--- config.mk ---
export PLATFORM = sky130hd
export DESIGN_NAME = text_console
export DESIGN_NICKNAME = d
export VERILOG_FILES = /design/src/rtl/text_pkg.sv /design/src/rtl/text_console.sv
export SDC_FILE = /design/constraint.sdc
export NUM_CORES = 1
export LEC_CHECK = 0
export BUFFER_PORTS_ARGS = -buffer_cell sky130_fd_sc_hd__buf_2
export CAP_MARGIN = 20
export CELL_PAD_IN_SITES_DETAIL_PLACEMENT = 0
export CELL_PAD_IN_SITES_GLOBAL_PLACEMENT = 2
export CORE_UTILIZATION = 31
export CTS_CLUSTER_DIAMETER = 200
export DETAILED_ROUTE_END_ITERATION = 12
export PLACE_DENSITY_LB_ADDON = 0.1
export SLEW_MARGIN = 10
export SYNTH_ARGS = -nofsm -noshare
export SYNTH_HDL_FRONTEND = slang
export SYNTH_SLANG_ARGS = --single-unit
--- constraint.sdc ---
create_clock -name clock -period 3.7 [get_ports clock]
set_input_delay 0.555 -clock clock [delete_from_list [all_inputs] [get_ports clock]]
set_output_delay 0.555 -clock clock [all_outputs]
set_load 0.05 [all_outputs]
--- src/rtl/text_pkg.sv ---
// ---------------------------------------------------------------------------
// text_pkg
// Shared constants and types for the text console writer.
//   COLS, ROWS, CELLS : default screen geometry (80 x 25 = 2000 cells)
//   CH_*              : control codes recognised by the console
//   state_t           : console FSM states
//   clear_byte()      : blank-cell byte for a given RAM byte address
// ---------------------------------------------------------------------------
package text_pkg;

    localparam int COLS  = 80;
    localparam int ROWS  = 25;
    localparam int CELLS = COLS * ROWS;

    localparam logic [7:0] CH_BS    = 8'h08;
    localparam logic [7:0] CH_LF    = 8'h0A;
    localparam logic [7:0] CH_FF    = 8'h0C;
    localparam logic [7:0] CH_CR    = 8'h0D;
    localparam logic [7:0] CH_SPACE = 8'h20;

    typedef enum logic [2:0] {
        IDLE      = 3'd0,
        PUT_C     = 3'd1,
        PUT_A     = 3'd2,
        SCROLL_RD = 3'd3,
        SCROLL_WR = 3'd4,
        CLEAR     = 3'd5
    } state_t;

    // A blank cell is a space character followed by the current attribute.
    function automatic logic [7:0] clear_byte(input logic [11:0] addr,
                                              input logic [7:0]  attr);
        return addr[0] ? attr : CH_SPACE;
    endfunction

endpackage

--- src/rtl/text_console.sv ---
// ---------------------------------------------------------------------------
// text_console
// Interprets a byte stream (characters and control codes) and maintains a
// character/attribute text screen in an external byte-wide RAM.
//
// Ports
//   clock        system clock, all state changes on its rising edge
//   reset        synchronous, active-high; starts a full-screen clear
//   in_valid     in_data holds a byte to process
//   in_data      character / control code, or new attribute when attr_set=1
//   attr_set     current transfer loads the attribute register
//   in_ready     console can accept a transfer this cycle (IDLE only)
//   mem_address  RAM byte address; cell n: char at 2n, attr at 2n+1
//   mem_wdata    RAM write data
//   mem_we       RAM write strobe, one byte per cycle
//   mem_rdata    RAM read data, valid one cycle after mem_address
//   cursor       current cell index, 0..CELLS-1
//   fsm_state    current FSM state (debug visibility)
//
// Handshake: a byte is transferred on a rising edge where in_valid and
// in_ready are both high. in_ready is high only in IDLE; the producer must
// hold in_valid/in_data/attr_set stable until that edge.
// ---------------------------------------------------------------------------
module text_console #(
    parameter logic [7:0] DEFAULT_ATTR = 8'h07,
    parameter int         COLS         = text_pkg::COLS,
    parameter int         ROWS         = text_pkg::ROWS
) (
    input  logic        clock,
    input  logic        reset,
    input  logic        in_valid,
    input  logic [7:0]  in_data,
    input  logic        attr_set,
    output logic        in_ready,
    output logic [11:0] mem_address,
    output logic [7:0]  mem_wdata,
    output logic        mem_we,
    input  logic [7:0]  mem_rdata,
    output logic [10:0] cursor,
    output logic [2:0]  fsm_state
);
    import text_pkg::*;

    localparam int          N_CELLS      = COLS * ROWS;
    localparam logic [10:0] COLS_C       = 11'(COLS);
    localparam logic [10:0] CELLS_C      = 11'(N_CELLS);
    localparam logic [10:0] LAST_ROW_C   = 11'(N_CELLS - COLS);
    localparam logic [11:0] LF_LIMIT     = 12'(N_CELLS);
    localparam logic [11:0] ROW_BYTES    = 12'(2 * COLS);
    localparam logic [11:0] MOVE_BYTES   = 12'(2 * (N_CELLS - COLS));
    localparam logic [11:0] SCREEN_BYTES = 12'(2 * N_CELLS);

    state_t      state;
    logic [11:0] count;         // byte counter shared by scroll and clear
    logic [7:0]  attr;
    logic [7:0]  wdata_q;
    logic        advance;       // PUT_C/PUT_A pair moves the cursor on
    logic        scroll_after;  // cursor ran off the screen: scroll after PUT_A

    logic [10:0] col;
    logic [10:0] cursor_next;
    logic [10:0] cursor_back;
    logic [11:0] cursor_down;   // one bit wider: cursor + COLS may pass 2047

    assign col         = cursor % COLS_C;
    assign cursor_next = cursor + 11'd1;
    assign cursor_back = cursor - 11'd1;
    assign cursor_down = {1'b0, cursor} + {1'b0, COLS_C};

    // During SCROLL_WR the byte read in the preceding SCROLL_RD cycle is on
    // mem_rdata and goes straight back out to the lower address.
    assign mem_wdata = (state == SCROLL_WR) ? mem_rdata : wdata_q;
    assign fsm_state = state;

    always_ff @(posedge clock) begin
        if (reset) begin
            // Enter CLEAR with no byte presented yet; the first clear write
            // appears one cycle after reset is released.
            state        <= CLEAR;
            count        <= 12'd0;
            cursor       <= 11'd0;
            attr         <= DEFAULT_ATTR;
            wdata_q      <= 8'd0;
            mem_address  <= 12'd0;
            mem_we       <= 1'b0;
            in_ready     <= 1'b0;
            advance      <= 1'b0;
            scroll_after <= 1'b0;
        end else begin
            case (state)
                IDLE: begin
                    if (in_valid && in_ready) begin
                        if (attr_set) begin
                            attr <= in_data;
                        end else if (in_data >= CH_SPACE) begin
                            state       <= PUT_C;
                            mem_address <= {cursor, 1'b0};
                            wdata_q     <= in_data;
                            mem_we      <= 1'b1;
                            in_ready    <= 1'b0;
                            advance     <= 1'b1;
                        end else begin
                            case (in_data)
                                CH_CR: cursor <= cursor - col;
                                CH_LF: begin
                                    if (cursor_down >= LF_LIMIT) begin
                                        // Bottom row: scroll, cursor stays put.
                                        state       <= SCROLL_RD;
                                        count       <= 12'd0;
                                        mem_address <= ROW_BYTES;
                                        in_ready    <= 1'b0;
                                    end else begin
                                        cursor <= cursor_down[10:0];
                                    end
                                end
                                CH_BS: begin
                                    if (col != 11'd0) begin
                                        cursor      <= cursor_back;
                                        state       <= PUT_C;
                                        mem_address <= {cursor_back, 1'b0};
                                        wdata_q     <= CH_SPACE;
                                        mem_we      <= 1'b1;
                                        in_ready    <= 1'b0;
                                        advance     <= 1'b0;
                                    end
                                end
                                CH_FF: begin
                                    // Byte 0 is presented right away.
                                    cursor      <= 11'd0;
                                    state       <= CLEAR;
                                    count       <= 12'd1;
                                    mem_address <= 12'd0;
                                    wdata_q     <= clear_byte(12'd0, attr);
                                    mem_we      <= 1'b1;
                                    in_ready    <= 1'b0;
                                end
                                default: ;
                            endcase
                        end
                    end
                end

                PUT_C: begin
                    state        <= PUT_A;
                    mem_address  <= {cursor, 1'b1};
                    wdata_q      <= attr;
                    mem_we       <= 1'b1;
                    scroll_after <= 1'b0;
                    if (advance) begin
                        if (cursor_next == CELLS_C) begin
                            cursor       <= LAST_ROW_C;
                            scroll_after <= 1'b1;
                        end else begin
                            cursor <= cursor_next;
                        end
                    end
                end

                PUT_A: begin
                    mem_we <= 1'b0;
                    if (scroll_after) begin
                        state       <= SCROLL_RD;
                        count       <= 12'd0;
                        mem_address <= ROW_BYTES;
                    end else begin
                        state    <= IDLE;
                        in_ready <= 1'b1;
                    end
                end

                SCROLL_RD: begin
                    state       <= SCROLL_WR;
                    mem_address <= count;
                    mem_we      <= 1'b1;
                end

                SCROLL_WR: begin
                    if (count == MOVE_BYTES - 12'd1) begin
                        // Rows moved up; blank the last row through CLEAR.
                        state       <= CLEAR;
                        mem_address <= MOVE_BYTES;
                        wdata_q     <= clear_byte(MOVE_BYTES, attr);
                        count       <= MOVE_BYTES + 12'd1;
                    end else begin
                        state       <= SCROLL_RD;
                        mem_address <= count + 12'd1 + ROW_BYTES;
                        mem_we      <= 1'b0;
                        count       <= count + 12'd1;
                    end
                end

                CLEAR: begin
                    if (count == SCREEN_BYTES) begin
                        state    <= IDLE;
                        mem_we   <= 1'b0;
                        in_ready <= 1'b1;
                    end else begin
                        mem_address <= count;
                        wdata_q     <= clear_byte(count, attr);
                        mem_we      <= 1'b1;
                        count       <= count + 12'd1;
                    end
                end

                default: begin
                    state    <= IDLE;
                    mem_we   <= 1'b0;
                    in_ready <= 1'b1;
                end
            endcase
        end
    end

endmodule

; Yosys cells after proc, flatten, opt, wreduce, memory -nomap -nowiden
; Cells that the tools add are included.
[classes]
n_addsub = 6
div = 1
n_lt_le_gt_ge = 2
n_eq_ne = 31
muxes = 69
bitwise_logic = 2
n_reduce_logical = 20
[op_table]
columns = operator, n
row1 = two-way mux 12 bit, 15
row2 = two-way mux 11 bit, 7
row3 = one-hot mux 12 bit (6 select lines), 1
row4 = two-way mux 8 bit, 8
row5 = one-hot mux 12 bit (4 select lines), 1
row6 = one-hot mux 11 bit (4 select lines), 1
row7 = one-hot mux 12 bit (3 select lines), 1
row8 = "== test 8 x 4 -> 1 bit, second input constant", 4
row9 = one-hot mux 8 bit (4 select lines), 1
row10 = AND reduction 8 bit, 4
row11 = "== test 12 bit, second input constant", 2
row12 = one-hot mux 12 bit (2 select lines), 1
row13 = one-hot mux 11 bit (2 select lines), 1
row14 = two-way mux 3 bit, 7
row15 = "inequality test 2 bit, second input constant", 9
row16 = one-hot mux 3 bit (6 select lines), 1
row17 = two-way mux 1 bit, 17
row18 = one-hot mux 8 bit (2 select lines), 1
row19 = "adder 11 x 7 -> 12 bit, second input constant", 1
row20 = "adder 12 x 1 -> 12 bit, second input constant", 1
row21 = "adder 12 x 8 -> 12 bit, second input constant", 1
row22 = ">= comparator 12 x 11 -> 1 bit, second input constant", 1
row23 = "adder 11 x 1 -> 11 bit, second input constant", 1
row24 = "== test 11 bit, second input constant", 1
row25 = other kinds (32), 43
[totals]
reg_bits = 58
elab_cells = 141

; Logic depth before layout (Yosys ltp)
; Gate-level depths: netlist (run 1).
[logic_depth]
depth_word = 8
mapped_depth = 20

; Least setup slack after synthesis (run 1)
; Ideal clock, no wire load.
[synth_path]
path_type = register to register
startpoint = reg cursor[0]
endpoint = reg cursor[10]
setup_ns = 0.134
arrival_time_ns = 3.955
required_time_ns = 3.566
path_slack_ns = -0.389
stages_incl_launch_ff = 19
path_buffers = 1
period_less_slack_ns = 4.089
path_cell_list = dfxtp_1 clkbuf_1 inv_1 ha_1 or3b_1 o21ai_0 a211oi_1 a311oi_1 a21o_1 o21ai_0 a221oi_1 ha_1 o21a_1 o21ai_0 nand2b_1 o2111a_1 o31a_1 o21ai_0 a21oi_1
[synth_between]
elab_chain_len = 7
elab_cells_between_ends = 20
[synth_lines]
columns = item, line
row1 = "start, declared", text_console.sv:39  ; output logic [10:0] cursor,
row2 = "start signal, assigned", text_console.sv:104  ; CH_CR: cursor <= cursor - col;
row3 = "start signal, assigned", text_console.sv:113  ; cursor <= cursor_down[10:0];
row4 = "start signal, assigned", text_console.sv:118  ; cursor <= cursor_back;
row5 = modulo 11 x 7 -> 11 bit (tied with other cells), text_console.sv:65  ; assign col = cursor % COLS_C;
row6 = subtractor 11 bit (tied with other cells), text_console.sv:104
row7 = one-hot mux 11 bit (4 select lines), text_console.sv:103  ; case (in_data)
row8 = two-way mux 11 bit, text_console.sv:95  ; end else if (in_data >= CH_SPACE) begin
row9 = two-way mux 11 bit, text_console.sv:93  ; if (attr_set) begin
row10 = two-way mux 11 bit, text_console.sv:92  ; if (in_valid && in_ready) begin
row11 = one-hot mux 11 bit (2 select lines), text_console.sv:90  ; case (state)
; Parallel ways exist; a longest one is shown, timed or not. The select of a mux whose other input is x is not followed.
; A chain may end at the register's enable or synchronous reset.

; Final worst setup path (run 1)
; Ends and elaborated chain as after synthesis.

==> results by group, run 1 <==
Setup path
  – Startpoint types: flop
  – Reg2reg end: cursor[10]$_SDFFE_PP0P_
  – Worst-path fanout max: 4
  – Setup CP Type: reg2reg
  – Worst EP arrival: just under 4 ns
  – Worst path required time: around 3.9 ns
  – R2R Path Start: cursor[0]$_SDFFE_PP0P_
  – FF-to-FF path depth: 19
  – CP endpoint kind: flop
  – Flop2flop setup slack: -0.004 ns

STA
  – Final hold vios: 0
  – Fmax: ~270 MHz
  – Final min period: ~3.7 ns
  – Final setup vio count: 1
  – Worst Tran Pin Value: between 0.7 and 0.8 ns
  – Post-route worst setup slack: -0.00449 ns
  – Clock Skews: approximately 0.0068 ns
  – Slew Limit Fails: 0
  – Fin crit share: 1.00
  – Max-slew headroom: 0.481
  – Hold WS: 0.455 ns
  – RSZ-0062 raised after global routing: yes

Detailed routing
  – Routed vias/inst: between 5 and 6
  – Routed Antenna Nets: 0
  – Initial DRT Pass Iterations: 5
  – Vias post-DR: ~6,000
  – WL/cell: between 15 and 20 um
  – Initial DRC Count: between 400 and 500
  – Total Wirelength: between 15,000 and 20,000 um
  – # DRC: 0

Clock network
  – CTS tree: yes
  – Htree depth: 3
  – CTS Root Cell: clkbuf_16
  – Clock Sink Count: 58
  – Clock transition at path regs: roughly 0.060 ns
  – TritonCTS Buffers: 9
  – Clk_lat worst skew: ~0.33 ns
  – Clock buffer depth: 2

Outcome
  – Outcome: finished with violations
  – Failing checks: negative setup slack

Global routing
  – Largest net degree at the start of global routing: 54
  – Number of global-route vias before repair: ~5,600
  – Total GRT Usage: 0.220
  – Initial antenna violation count: 0
  – First-pass GRT wire length: around 31,000 um
  – GRT Residual Overflow: 0

Logic synthesis
  – Yosys warnings: 0
  – Main flop type after synthesis: dfxtp_1
  – Synth unique cells: 86
  – Mapped Nets: 810
  – Mapped Area: approximately 5400 sq um
  – Post-synthesis async set-or-reset flop share: 0
  – Post-synth EDFFs: 0
  – Gate Count Post-Synth: approximately 780
  – Syn Area/Cell: around 6.9 sq um
  – Register area share after synthesis: 0.216
  – Synth Register Bits: 58

Place
  – Post-DP HPWL: approximately 15,000 um
  – GPL Wtd Cong: ~0.83
  – Count of buffers from port buffering: 55
  – Placed instance count: 1,031

Finish
  – Diode count: 0
  – Most common cell after layout, fill and taps aside: nand2_1
  – Cell Count, Final, Fillers Out: ~1,100
  – Final core utilization: 0.386
  – Share of cells above drive strength 1: 0.192
  – Area Overhead vs Synth: 20.3%
  – Most frequent cells in the layout: 98 x nand2_1, 86 x nor2_1, 60 x a21oi_1, 55 x buf_2, 54 x dfxtp_1
  – Nets: approximately 860

Die
  – Core box area: roughly 17,000 sq um
  – Initial core utilization: 0.321
  – Full die area: 17,900 sq um
  – Row cnt: 47
  – Chip Height: 134 um
  – Die span in x: about 130 um
  – I/O pin cnt: 56

Flow run
  – Number of max-cap violations: 0

Power
  – Leakage: 2.53 nW
  – VDD IR-drop max: between 300 and 400 uV
  – Pwr dens: about 440 nW/um^2
  – Total power: between 2 and 3 mW

Hold path
  – Worst hold endpoint: mem_address[5]$_SDFFE_PP0P_
  – Hold Path Stages: 2
  – Worst min path class: reg2reg
  – Hold Startpoint: mem_address[5]$_SDFFE_PP0P_
-- cell families (layout without fill, tap and decap cells) --
group                    Yosys count  count (layout)  share of synthesized area
AND/OR/NAND/NOR                  325             325                      0.295
multiplexers                      18              18                     0.0346
buffers and inverters             87             144                     0.0667
XOR/XNOR                          33              33                     0.0537
adder cells (fa/ha/maj)           17              17                     0.0383
AO/OA/AOI/OAI                    237             237                      0.296
other                              1               1                   0.000697
flip-flops                        58              58                      0.216
-- worst max-delay path by stage --
stage / from / end / cells past startpoint
final: cursor[0]$_SDFFE_PP0P_ / cursor[10]$_SDFFE_PP0P_ / 19
after floorplan: cursor[0]$_SDFFE_PP0P_ / cursor[10]$_SDFFE_PP0P_ / 18
after global routing: cursor[0]$_SDFFE_PP0P_ / cursor[10]$_SDFFE_PP0P_ / 19
after detailed placement: cursor[0]$_SDFFE_PP0P_ / cursor[10]$_SDFFE_PP0P_ / 17
after CTS: cursor[1]$_SDFFE_PP0P_ / cursor[8]$_SDFFE_PP0P_ / 17
after global placement: cursor[0]$_SDFFE_PP0P_ / cursor[10]$_SDFFE_PP0P_ / 17
-- synth_stat cells, types with 6 or more instances --
cell	count	area (sq um)
nand2_1	98	368
nor2_1	86	323
a21oi_1	60	300
dfxtp_1	58	1160
o21ai_0	51	255
clkbuf_1	49	184
nor3_1	28	140
nand3_1	23	115
xnor2_1	23	201
inv_1	20	75.1
mux2i_1	16	160
a211oi_1	14	105
ha_1	14	175
a22oi_1	13	97.6
and3_1	11	68.8
nand2b_1	11	68.8
nor2b_1	11	68.8
or3_1	11	68.8
xor2_1	10	87.6
a221oi_1	9	78.8
a21o_1	8	60.1
nand3b_1	8	60.1
a31oi_1	7	43.8
nor4_1	7	43.8
o22ai_1	7	43.8
a311oi_1	6	52.6
o211ai_1	6	45.0
-- metal layers --
metal / routed length [um] / global-route usage / part of all wire / vias to the layer above
li1: - / - / - / 2927
met1: 9620 / 0.319 / 0.49 / 2855
met2: 8700 / 0.334 / 0.44 / 203
met3: 1060 / 0.0329 / 0.054 / 19
met4: 276 / 0.0638 / 0.014 / 0
met5: 0 / 0 / 0 / -
-- worst max-delay path, cell delays in order (launching register included) --
cell and delay [ns]:
dfxtp_4 0.35, inv_4 0.06, ha_4 0.12, or3b_4 0.44
o21ai_4 0.19, a211oi_2 0.09, a311oi_2 0.29, a21o_1 0.17
buf_6 0.12, a22oi_2 0.04, nor2_1 0.14, a221oi_2 0.05
ha_1 0.31, o21a_1 0.13, o21ai_2 0.13, nand2b_1 0.15
o2111a_1 0.28, o31a_1 0.27, o21ai_1 0.15, a21oi_1 0.08
-- metrics by stage --
step	TNS [ns]	instance area (sq um)	setup slack (ns)
floorplan	0	5430	0.00307
global placement	0	6020	0.0324
detailed placement	-0.132	6020	-0.0758
CTS	0	6410	0.00751
global route	-0.840	6480	-0.211
finish	-0.00449	6480	-0.00449
-- power breakdown --
group / internal [mW] / switching [mW]
Combinational: 0.341 / 0.794
Clock: 0.594 / 0.334
Sequential: 0.699 / 0.0756
-- cell type report --
class	count	area, sq um
fillers	1836	10300
multi-input cells	631	3960
flip-flops and latches	58	1170
repair buffers	104	654
well taps	220	275
clock buffers	9	225
clock inverters	7	101
inverters	24	92.6
-- sequential cells by signal, summed over array words and instances (netlist names) --
| name | cells |
|---|---|
| advance | 1 |
| attr | 8 |
| count | 12 |
| cursor | 11 |
| fsm_state | 3 |
| in_ready | 1 |
| mem_address | 12 |
| mem_we | 1 |
| scroll_after | 1 |
| wdata_q | 8 |
-- what timing repair did --
item / CTS / global route
buffers inserted: 2 / 4
setup endpoints to repair: 3 / 6
gates cloned: 0 / 0
gates resized for setup: 11 / 9
hold buffers: 0 / 0
pin swaps: 14 / 7
(Power assumes the default switching activity.)
==> run 2: changes to the inputs <==
Clock period 3.7 ns to 3.15 ns, I/O delays scaled along.
==> results by group, run 2 (synthesis results as in run 1) <==
Place
  – Pre-CTS WS: -0.575 ns (-0.499 ns)
  – GPL Wtd Cong: 0.850 (+2.7%)
  – Placed instance count: 1,072 (+4.0%)
  – Count of buffers from port buffering: 55 (unchanged)
  – Post-DP HPWL: 15,200 um (+3.9%)

Clock network
  – Clock transition at path regs: 0.06 ns (about the same)
  – Clk_lat worst skew: 0.35 ns (+0.02 ns)
  – CTS tree: yes
  – Hold buffer count at CTS: 0 (unchanged)
  – CTS Root Cell: clkbuf_16
  – TritonCTS Buffers: 9 (unchanged)
  – Clock Sink Count: 58 (unchanged)
  – Htree depth: 3 (unchanged)
  – Clock buffer depth: 2 (unchanged)

Global routing
  – Largest net degree at the start of global routing: 37 (-31%)
  – GRT Residual Overflow: 0 (unchanged)
  – Number of global-route vias before repair: 5,663 (+0.75%)
  – Total GRT Usage: 0.223 (+0.00329)
  – First-pass GRT wire length: 31,200 um (+0.11%)
  – Initial antenna violation count: 0 (unchanged)

STA
  – RSZ-0062 raised after global routing: yes
  – Fmax: 279 MHz (+3.3%)
  – Post-route worst setup slack: -0.435 ns (-0.430 ns)
  – Fin crit share: 1.14 (+0.137)
  – Hold WS: 0.408 ns (-0.0468 ns)
  – Clock Skews: 0.0106 ns (+0.00380 ns)
  – Worst Tran Pin Value: 0.783 ns (+0.00664 ns)
  – Slew Limit Fails: 0 (unchanged)
  – Max-slew headroom: 0.476 (-0.00523)
  – Final hold vios: 0 (unchanged)
  – Final min period: 3.58 ns (-0.120 ns)
  – Final setup vio count: 7 (+6)

Setup path
  – Worst-path fanout max: 4 (unchanged)
  – Slowest CP cell: or3b_4
  – Largest stage delay, worst path: 0.44 ns (about the same)
  – CP endpoint kind: flop
  – Worst path required time: 3.43 ns (-0.47 ns)
  – Flop2flop setup slack: -0.43 ns (-0.43 ns)
  – CP Buf/Inv Count: 1 (-1)
  – Startpoint types: flop
  – CP Cell Sequence: inv_4, ha_4, or3b_4, o21ai_4, a221oi_2, a311oi_2, a21o_1, o21ai_2, a221oi_2, ha_1, o21a_1, o21ai_2, nand2b_4, o2111a_1, nor4_1, o21ai_1, a21oi_1
  – Worst EP arrival: 3.87 ns (-0.03 ns)
  – Top delay family on crit path: compound AO/OA/AOI/OAI gates
  – Setup CP Type: reg2reg

Power
  – Share of power burned in the clock network: 0.330 (+0.003)
  – Switching Fraction: 0.416 (-0.00788)
  – Sequential Power Share: 0.261 (-0.012)
  – Power Internal: 1.99 mW (+22%)
  – Pwr dens: 498 nW/um^2 (+14%)
  – Leakage: 2.76 nW (+9.0%)
  – VDD IR-drop max: 323 uV (-11%)
  – Combinational power share: 0.409 (+0.009)
  – Psw: 1.42 mW (+18%)
  – Total power: 3.41 mW (+20%)

Die
  – Core box area: 16,800 sq um (unchanged)
  – Full die area: 17,900 sq um (unchanged)
  – Initial core utilization: 0.321 (unchanged)
  – I/O pin cnt: 56 (unchanged)
  – Chip Height: 134 um (unchanged)
  – Die span in x: 134 um (unchanged)
  – Row cnt: 47 (unchanged)

Finish
  – Most common cell after layout, fill and taps aside: nand2_1
  – Largest regs: count (12), mem_address (12), cursor (11)
  – Diode count: 0 (unchanged)
  – Cell Count, Final, Fillers Out: 1,093 (+3.8%)
  – Most frequent cells in the layout: 98 x nand2_1, 86 x nor2_1, 86 x buf_4, 60 x a21oi_1, 55 x buf_2
  – Final core utilization: 0.408 (+0.0220)
  – Nets: 902 (+4.6%)
  – Share of cells above drive strength 1: 0.237 (+0.0450)
  – Area Overhead vs Synth: 27.1%

Hold path
  – Worst min path class: in2reg

Detailed routing
  – Initial DRT Pass Iterations: 5 (unchanged)
  – Routed Antenna Nets: 0 (unchanged)
  – WL/cell: 18.1 um (-3.0%)
  – Total Wirelength: 19,800 um (+0.67%)
  – Initial DRC Count: 382 (-15%)
  – Vias post-DR: 6,101 (+1.6%)
  – Routed vias/inst: 5.58 (-2.1%)
  – # DRC: 0 (unchanged)

Flow run
  – Number of max-cap violations: 0 (unchanged)

Outcome
  – Outcome: finished with violations
  – Failing checks: negative setup slack
-- run 2: layout make-up --
class                           count  area [sq um]
Timing Repair Buffer              144           963
Inverter                           24          95.1
Tap cell                          220           275
Clock inverter                      6          86.3
Fill cell                        1786          9910
Sequential cell                    58          1170
Clock buffer                       10           250
Multi-Input combinational cell    631          4000
-- run 2: tightest hold or removal path: cells and delay by family --
family,cells,cell delay [ns]
AO/OA/AOI/OAI,1,0.05
buffers and inverters,1,0.12
AND/OR/NAND/NOR,1,0.05
-- run 2: final timing paths --
kind / endpoint / startpoint / cells after the start
min reg2reg: mem_address[6]$_SDFFE_PP0P_ / mem_address[6]$_SDFFE_PP0P_ / 2
max: cursor[10]$_SDFFE_PP0P_ / cursor[1]$_SDFFE_PP0P_ / 17
max reg2reg: cursor[10]$_SDFFE_PP0P_ / cursor[1]$_SDFFE_PP0P_ / 17
min: attr[5]$_SDFFE_PP0P_ / in_data[5] / 3
-- run 2: repair_timing --
action                                  4_1_cts  5_1_grt
gates resized for setup                      12        7
hold endpoints to repair                      0        0
endpoints found under the setup margin        7       14
pin swaps                                    16        6
buffers inserted                              3        3
-- run 2: layer usage --
metal | vias up | GRT usage | part of all wire
li1 | 3008 | - | -
met1 | 2889 | 0.324 | 0.50
met2 | 187 | 0.345 | 0.44
met3 | 17 | 0.0340 | 0.051
met4 | 0 | 0.0518 | 0.011
met5 | - | 0 | 0
-- run 2: power by group through the flow --
stage / Sequential [mW] / Clock [mW] / Combinational [mW]
after floorplan: 1.02 / 0 / 0.868
after global placement: 0.903 / 0 / 1.38
after detailed placement: 0.907 / 0 / 1.39
after CTS: 0.891 / 1.15 / 1.40
after global routing: 0.903 / 1.18 / 1.52
final: 0.890 / 1.13 / 1.40
-- run 2: metrics by stage --
stage / area [sq um] / setup TNS (ns)
after floorplan: 5450 / -1.93
after global placement: 6370 / -2.49
after detailed placement: 6370 / -2.93
after CTS: 6780 / -2.13
after global routing: 6850 / -3.57
final: 6850 / -2.17
